$ cat config.mk
export PLATFORM = sky130hd
export DESIGN_NAME = clk_div_multi
export DESIGN_NICKNAME = d
export VERILOG_FILES = /design/src/rtl/clk_div_multi_pkg.sv /design/src/rtl/clk_div_multi_chan.sv /design/src/rtl/clk_div_multi.sv
export SDC_FILE = /design/constraint.sdc
export NUM_CORES = 1
export LEC_CHECK = 0
export BUFFER_PORTS_ARGS = -buffer_cell sky130_fd_sc_hd__buf_2
export CELL_PAD_IN_SITES_DETAIL_PLACEMENT = 0
export CELL_PAD_IN_SITES_GLOBAL_PLACEMENT = 1
export CORE_ASPECT_RATIO = 0.6
export CORE_MARGIN = 3
export CORE_UTILIZATION = 45
export CTS_CLUSTER_DIAMETER = 100
export DETAILED_ROUTE_END_ITERATION = 8
export GPL_ROUTABILITY_DRIVEN = 1
export PLACE_DENSITY = 0.87
export SLEW_MARGIN = 20
export SYNTH_ARGS = -nofsm -noshare
export SYNTH_HDL_FRONTEND = slang
export SYNTH_SLANG_ARGS = --single-unit
$ cat constraint.sdc
create_clock -name clk -period 2.24 [get_ports clk]
set_input_delay 0.448 -clock clk [delete_from_list [all_inputs] [get_ports clk]]
set_output_delay 0.448 -clock clk [all_outputs]
set_load 0.01 [all_outputs]
$ cat src/rtl/clk_div_multi_pkg.sv
// Shared types and helpers for the multi-channel clock divider.
// The CLKDIV_LOAD_EN macro (see clk_div_multi) adds runtime-loadable divisors.
package clk_div_pkg;

  localparam int CNT_W_DEF = 16;

  typedef logic [CNT_W_DEF-1:0] div_t;

  // Counter value from which the square wave is high: ceil(div/2).
  // Gives floor(div/2) high cycles and ceil(div/2) low cycles per period.
  function automatic logic [31:0] sq_thresh(input logic [31:0] div);
    logic [32:0] sum;
    sum = {1'b0, div} + 33'd1;
    return sum[32:1];
  endfunction

endpackage

$ cat src/rtl/clk_div_multi_chan.sv
// One divider channel: counter, registered square wave and tick strobe.
// With CLKDIV_LOAD_EN the divisor is a register reset to DIV_RST; otherwise it is DIV_RST.
module clk_div_chan
  import clk_div_pkg::*;
#(
  parameter int               CNT_W   = 16,
  parameter logic [CNT_W-1:0] DIV_RST = CNT_W'(50)
) (
  input  logic             clk,
  input  logic             reset,
  input  logic             en_i,
  input  logic             clr_i,
`ifdef CLKDIV_LOAD_EN
  input  logic             load_i,
  input  logic [CNT_W-1:0] load_val_i,
`endif
  output logic             sq_o,
  output logic             tick_o
);

  logic [CNT_W-1:0] cnt_q, cnt_d;
  logic             sq_q, sq_d;
  logic             tick_q, tick_d;
  logic [CNT_W-1:0] div;
  logic             load_w;
  logic [31:0]      thr;

`ifdef CLKDIV_LOAD_EN
  logic [CNT_W-1:0] div_q, div_d;

  assign load_w = load_i;
  assign div    = div_q;

  always_comb begin
    div_d = div_q;
    if (load_i) div_d = load_val_i;
  end

  always_ff @(posedge clk) begin
    if (reset) div_q <= DIV_RST;
    else       div_q <= div_d;
  end
`else
  assign load_w = 1'b0;
  assign div    = DIV_RST;
`endif

  assign thr = sq_thresh(32'(div));

  // Priority: load > clr > en > hold; a load also restarts the phase.
  always_comb begin
    cnt_d  = cnt_q;
    sq_d   = sq_q;
    tick_d = 1'b0;
    if (load_w || clr_i) begin
      cnt_d = '0;
      sq_d  = 1'b0;
    end else if (en_i) begin
      if (div <= CNT_W'(1)) begin
        // Degenerate divisor: strobe every enabled cycle, no square wave.
        cnt_d  = '0;
        sq_d   = 1'b0;
        tick_d = 1'b1;
      end else begin
        if (cnt_q == div - CNT_W'(1)) begin
          cnt_d  = '0;
          tick_d = 1'b1;
        end else begin
          cnt_d = cnt_q + CNT_W'(1);
        end
        sq_d = (32'(cnt_d) >= thr);
      end
    end
  end

  always_ff @(posedge clk) begin
    if (reset) begin
      cnt_q  <= '0;
      sq_q   <= 1'b0;
      tick_q <= 1'b0;
    end else begin
      cnt_q  <= cnt_d;
      sq_q   <= sq_d;
      tick_q <= tick_d;
    end
  end

  assign sq_o   = sq_q;
  assign tick_o = tick_q;

endmodule

$ cat src/rtl/clk_div_multi.sv
// Multi-channel clock divider: NUM_CH independent square-wave/tick channels from clk.
// Define CLKDIV_LOAD_EN to add load_div/load_val and per-channel divisor registers.
module clk_div_multi
  import clk_div_pkg::*;
#(
  parameter int                        NUM_CH   = 2,
  parameter int                        CNT_W    = CNT_W_DEF,
  parameter logic [NUM_CH*CNT_W-1:0]   DIV_INIT = {16'd50, 16'd100}
) (
  input  logic                    clk,
  input  logic                    reset,
  input  logic [NUM_CH-1:0]       en,
  input  logic [NUM_CH-1:0]       clr,
`ifdef CLKDIV_LOAD_EN
  input  logic [NUM_CH-1:0]       load_div,
  input  logic [NUM_CH*CNT_W-1:0] load_val,
`endif
  output logic [NUM_CH-1:0]       sq_out,
  output logic [NUM_CH-1:0]       tick
);

  // Channel i takes bits [i*CNT_W +: CNT_W] of DIV_INIT and load_val.
  for (genvar gi = 0; gi < NUM_CH; gi++) begin : g_chan
    clk_div_chan #(
      .CNT_W   (CNT_W),
      .DIV_RST (DIV_INIT[gi*CNT_W +: CNT_W])
    ) u_chan (
      .clk        (clk),
      .reset      (reset),
      .en_i       (en[gi]),
      .clr_i      (clr[gi]),
`ifdef CLKDIV_LOAD_EN
      .load_i     (load_div[gi]),
      .load_val_i (load_val[gi*CNT_W +: CNT_W]),
`endif
      .sq_o       (sq_out[gi]),
      .tick_o     (tick[gi])
    );
  end

endmodule
==> results of run 1 <==
## sequential cells by signal (all words and copies together) (netlist names)
name	cells
g_chan.u_chan.sq_o	2
g_chan.u_chan.cnt_q	32
g_chan.u_chan.tick_o	2
## per-layer routing
layer | global-route usage (%) | vias up | routed length [microns]
met5 | 0 | - | 0
met4 | 2.56 | 0 | 23
met3 | 4.64 | 4 | 382
met2 | 23.9 | 78 | 1960
met1 | 29.8 | 929 | 2930
li1 | - | 1043 | -
## cell type report
class                           instances  area [sq um]
Tap cell                               63          78.8
Fill cell                             459          2300
Multi-Input combinational cell        227          1390
Sequential cell                        36           721
Clock inverter                          1          5.00
Inverter                                5          18.8
Clock buffer                            6          72.6
Timing Repair Buffer                   23           150
## logic make-up after synthesis
group / count (synthesis) / share of synthesized area, %
flops: 36 / 31.5
fa+ha+maj: 3 / 1.64
simple gates: 142 / 34.1
xor+xnor: 23 / 8.82
mux: 3 / 1.37
buf+inv: 33 / 7.72
compound gates: 56 / 14.8
## per-stage QoR
| stage | hold slack, ps | power, mW | setup slack [ps] |
|---|---|---|---|
| after floorplan | 476 | 0.700 | 202 |
| after global placement | 511 | 0.719 | 264 |
| after detailed placement | 521 | 0.719 | 184 |
| after CTS | 438 | 1.15 | 155 |
| after global routing | 473 | 1.19 | 45.8 |
| final | 440 | 1.14 | 260 |
## worst min-delay path, stage by stage
cell and delay [ps]:
buf_2 80, nor2_1 40, o21ai_0 60, a31oi_1 40
## repair_timing
| item | in CTS | in global routing |
|---|---|---|
| setup endpoints to repair | 0 | 1 |
| setup buffers | 0 | 0 |
| resized for setup | 0 | 0 |
| hold buffers | 0 | 0 |
## power groups by stage
| stage | Combinational [mW] | Sequential (mW) | Clock, mW |
|---|---|---|---|
| 2_1_floorplan | 0.0383 | 0.662 | 0 |
| 3_3_place_gp | 0.0591 | 0.659 | 0 |
| 3_5_place_dp | 0.0593 | 0.660 | 0 |
| 4_1_cts | 0.0594 | 0.645 | 0.447 |
| 5_1_grt | 0.0668 | 0.645 | 0.480 |
| 6_report | 0.0593 | 0.645 | 0.440 |
## cell usage after synthesis, types with 2 or more instances
| cell | count | area, sq um |
|---|---|---|
| nor2b_1 | 2 | 12.5 |
| xor2_1 | 15 | 131 |
| clkbuf_1 | 8 | 30.0 |
| and3_1 | 6 | 37.5 |
| xnor2_1 | 8 | 70.1 |
| a31oi_1 | 3 | 18.8 |
| or3b_2 | 3 | 26.3 |
| buf_4 | 9 | 67.6 |
| nand2b_1 | 4 | 25.0 |
| nand3_1 | 18 | 90.1 |
| a211oi_1 | 2 | 15.0 |
| buf_2 | 8 | 40.0 |
| mux2i_1 | 2 | 20.0 |
| inv_1 | 5 | 18.8 |
| or3_1 | 2 | 12.5 |
| a21oi_1 | 19 | 95.1 |
| nor3_1 | 12 | 60.1 |
| or2_2 | 3 | 18.8 |
| and4_1 | 2 | 17.5 |
| nand4_1 | 10 | 62.6 |
| nor3_2 | 2 | 20.0 |
| o22ai_1 | 2 | 12.5 |
| dfxtp_1 | 36 | 721 |
| nor2_1 | 40 | 150 |
| nand3b_1 | 3 | 22.5 |
| nor3b_1 | 2 | 15.0 |
| nor4_1 | 6 | 37.5 |
| ha_1 | 3 | 37.5 |
| nand2_1 | 17 | 63.8 |
| o21ai_0 | 18 | 90.1 |
## path summary, 6_finish.rpt
| kind | start | to | cells past startpoint |
|---|---|---|---|
| worst max-delay path | g_chan[1].u_chan.cnt_q[1] | g_chan[1].u_chan.cnt_q[12] | 6 |
| worst min-delay path | clr[1] | g_chan[1].u_chan.sq_o | 4 |
| worst max register to register | g_chan[1].u_chan.cnt_q[1] | g_chan[1].u_chan.cnt_q[12] | 6 |
| worst min register to register | g_chan[0].u_chan.cnt_q[11] | g_chan[0].u_chan.cnt_q[11] | 2 |
==> impl_metrics.yaml, run 1 <==
run_status:
  run_status: "complete, no violations"
global_routing:
  grt_pass1_vias: 1741
  grt_max_degree: 19
  grt.overflow.total: 0
  antenna_found_initial: 0
  grt_first_pass_wirelength_microns: 8730
  grt_usage_pct: 18.3
finish:
  finalNetCount: 307
  final_cell_mix: "nor2_1, dfxtp_1, a21oi_1, nand3_1, o21ai_0"
  final_common_cell: "nor2_1"
  drive_gt1_share_pct: 15.4
  antenna_cells: 0
  area_delta_synth_final_pct: 6.52
  postLayoutCellArea_sq_mm: 0.00243
  stdcell_count: 361
  final_util_pct: 51.4
worst_setup_path:
  start_kind: "flip-flop"
  crit_path_top_delay_cell: "or3_2"
  crit_top_cell: "nand3_1"
  crit_type: "flip-flop to flip-flop"
  end_kind: "flip-flop"
  crit_path_max_incr_delay_ps: 430
  cp.arrival_ps: 2190
  crit_fanout: 8
  cp_top_family: "simple AND/OR/NAND/NOR gates"
  cp.buffers_inverters: 0
  crit_required_ps: 2450
  cp_cell_sequence: "ha_1, nand3_1, nor3_1, nand3_1, or3_2, a21oi_1"
  ff2ff_setup_slack_ps: 260
routing:
  vias: 2054
  drt_iter0_drc: 146
  first_pass_iters: 5
  ant_nets: 0
  avgRoutedWirePerCell_microns: 14.7
  totalWireLength_microns: 5300
  drc: 0
  via_per_inst: 5.69
yosys:
  synth_ff_type: "dfxtp_1"
  yosysWarnings: 0
  synth_area_sq_mm: 0.00228
  ys_types: 56
  ys_seq_elements: 36
  synth_fp_nets: 305
  seq_area_frac_synth_pct: 31.5
  synth_area_per_cell_sq_um: 7.72
  synth_cells: 296
  synth-edff-count: 0
  ys_async_sr_fraction_pct: 0
floorplan:
  pin_count: 10
  placementRows: 19
  initial_core_util_pct: 48.3
  coreArea_sq_mm: 0.00473
  die-width_microns: 98.0
  die_area_sq_mm: 0.00600
  die_height_microns: 61.2
place:
  hpwl_microns: 3980
  placed_area_sq_mm: 0.00236
  io_buffers: 9
  place_congestion: 0.893
  dp_cells: 354
cts:
  htreeDepth: 2
  root_buffer: "clkbuf_8"
  cts_tree: "yes"
  insertion_delay_ps: 280
  clock-sinks: 36
  cts_buffers: 5
  clkTransAtPathRegs_ps: 70
  clock_path_buffers: 2
sta:
  fmax_mhz: 505
  finalHoldViolations: 0
  relSlewSlack_pct: 70.6
  rsz0062_at_grt: "no"
  report.final.slew_viol_count: 0
  fin_tns_setup_ps: 0
  skew_ps: 6.14
  worstMarginPinSlew_ps: 437
  period_share_pct: 88.4
  post-route-min-period_ps: 1980
  setup-violations-final: 0
power_and_ir_drop:
  power_density_mw_per_mm2: 470
  p_sw_mw: 0.269
  p_leak_nw: 0.813
  combPwrFrac_pct: 5.2
  p_int_mw: 0.875
  p_clk_share_pct: 38.5
  irDropWorstVdd_v: 0.000275
  seq_power_share_pct: 56.4
  swShare_pct: 23.5
run:
  max-cap-violations: 0
worst_hold_path:
  holdCritPathClass: "input port to flip-flop"
Power figures use the tool's default switching activity.
==> inputs of run 2 (changes only) <==
Clock period 2.24 ns to 2.5 ns, I/O delays scaled along.
==> run 2 against run 1 <==
Against the previous run: register-to-register slack is essentially flat; final cell count shrank 2.5%; wire length shrank 4.5%; highest routed layer unchanged; total power shrank 14%; largest cell class unchanged; non-clock buffer count shrank 7; sequential share of layout area grew 0.77 points; combinational power shrank 18%; worst setup slack lost 2.4 ps; die area is the same; first-iteration DRC count grew 31%.
==> impl_metrics.yaml, run 2 (synthesis gave the netlist of run 1 again) <==
run_status:
  run_status: "complete, no violations"
sta:
  period_share_pct: 89.7
  setup-violations-final: 0
  rsz0062_at_grt: "no"
  report.final.slew_viol_count: 0
  post-route-min-period_ps: 2240
  worstMarginPinSlew_ps: 497
  relSlewSlack_pct: 66.7
  setup_slack_ps: 258
  finalHoldViolations: 0
  fin_tns_setup_ps: 0
  fmax_mhz: 446
  skew_ps: 4.91
power_and_ir_drop:
  p_leak_nw: 0.772
  p_int_mw: 0.772
  power_density_mw_per_mm2: 417
  combPwrFrac_pct: 4.9
  swShare_pct: 22.0
  p_clk_share_pct: 36.4
  seq_power_share_pct: 58.7
  p_sw_mw: 0.217
  irDropWorstVdd_v: 0.000175
worst_setup_path:
  cp.arrival_ps: 2400
  cp.buffers_inverters: 1
  start_kind: "flip-flop"
  cp_top_family: "simple AND/OR/NAND/NOR gates"
  crit_required_ps: 2660
  r2r-start: "g_chan[0].u_chan.cnt_q[1]"
  cp_cell_sequence: "ha_1, nand3b_1, or4_4, nor4_4, buf_4, o21ai_2, a21oi_2, nor2_1"
  ff2ff_setup_slack_ps: 260
  crit_path_top_delay_cell: "dfxtp_1"
  crit_fanout: 7
  crit_path_max_incr_delay_ps: 460
  r2r-end: "g_chan[0].u_chan.cnt_q[6]"
  crit_type: "flip-flop to flip-flop"
  reg2reg_depth: 8
  end_kind: "flip-flop"
finish:
  drive_gt1_share_pct: 13.1
  final_common_cell: "nor2_1"
  finalNetCount: 300
  antenna_cells: 0
  final_cell_mix: "nor2_1, dfxtp_1, a21oi_1, nand3_1, o21ai_0"
  largest-register: "g_chan.u_chan.cnt_q"
  largest_reg_flops: 32
  area_delta_synth_final_pct: 3.83
routing:
  via_per_inst: 5.72
  ant_nets: 0
  drt_iter0_drc: 191
  drc: 0
  avgRoutedWirePerCell_microns: 14.4
  first_pass_iters: 4
  vias: 2012
  totalWireLength_microns: 5060
floorplan:
  pin_count: 10
  die_area_sq_mm: 0.00600
  coreArea_sq_mm: 0.00473
  die-width_microns: 98.0
  initial_core_util_pct: 48.3
  placementRows: 19
  die_height_microns: 61.2
cts:
  cts_tree: "yes"
  insertion_delay_ps: 280
  clkTransAtPathRegs_ps: 70
  htreeDepth: 2
  clock-sinks: 36
  root_buffer: "clkbuf_8"
  postCtsHoldBufs: 0
  cts_buffers: 5
  clock_path_buffers: 2
  cts_resized: 0
  post-cts-setup-buffer-count: 0
place:
  io_buffers: 9
  hpwl_microns: 3740
  dp_slack_ps: 277
  place_congestion: 0.858
global_routing:
  grt_max_degree: 20
  antenna_found_initial: 0
  grt.overflow.total: 0
  grt_first_pass_wirelength_microns: 8670
  grt_usage_pct: 18.0
  grt_pass1_vias: 1679
run:
  max-cap-violations: 0
worst_hold_path:
  hold_depth: 4
  min_from: "clr[1]"
  holdCritPathClass: "input port to flip-flop"
  hold_end: "g_chan[1].u_chan.sq_o"
run 2: cell count changes in the layout (fill, tap and decap cells not counted), sizes merged:
cell | before | now
buf | 23 | 16
clkinv | 1 | 0
clkbuf | 6 | 5
run 2: final cells by class:
type	instances	area, sq um
fill	466	2360
multi-input combinational	227	1390
sequential	36	721
timing repair buffer	16	97.6
tap	63	78.8
clock buffer	5	68.8
inverter	5	18.8
run 2: metal layers:
layer,global-route usage (%),share of wire (%)
met5,0,0
met4,4.14,0.38
met3,3.73,7.3
met2,21.8,34
met1,30.5,58
run 2: through the flow:
stage                     area (sq um)  hold slack (ps)  utilization (%)  power (mW)  instances
after detailed placement          2300              515             48.7       0.641        347
after global routing              2370              516             50.1        1.04        352
final                             2370              521             50.1       0.989        352
after global placement            2300              517             48.7       0.641        347
after floorplan                   2280              476                -       0.627        296
after CTS                         2370              513             50.1        1.01        352
run 2: tightest hold or removal path, stage by stage:
cell and delay, ps:
buf_2 80, nor2_1 50, o21ai_0 70, a31oi_1 40
run 2: worst max path at each step:
stage,cells past startpoint,to,slack [ps],startpoint
global placement,8,g_chan[0].u_chan.cnt_q[6],340,g_chan[0].u_chan.cnt_q[0]
floorplan,9,g_chan[0].u_chan.cnt_q[6],460,g_chan[0].u_chan.cnt_q[0]
finish,8,g_chan[0].u_chan.cnt_q[6],260,g_chan[0].u_chan.cnt_q[1]
global route,8,g_chan[0].u_chan.cnt_q[6],110,g_chan[0].u_chan.cnt_q[0]
CTS,8,g_chan[0].u_chan.cnt_q[6],270,g_chan[0].u_chan.cnt_q[0]
detailed placement,8,g_chan[0].u_chan.cnt_q[6],280,g_chan[0].u_chan.cnt_q[0]
run 2: power by group through the flow:
stage	sequential [mW]	clock, mW	combinational (mW)
finish	0.580	0.360	0.0487
global route	0.580	0.405	0.0538
CTS	0.580	0.381	0.0484
detailed placement	0.593	0	0.0483
global placement	0.592	0	0.0488
floorplan	0.593	0	0.0343
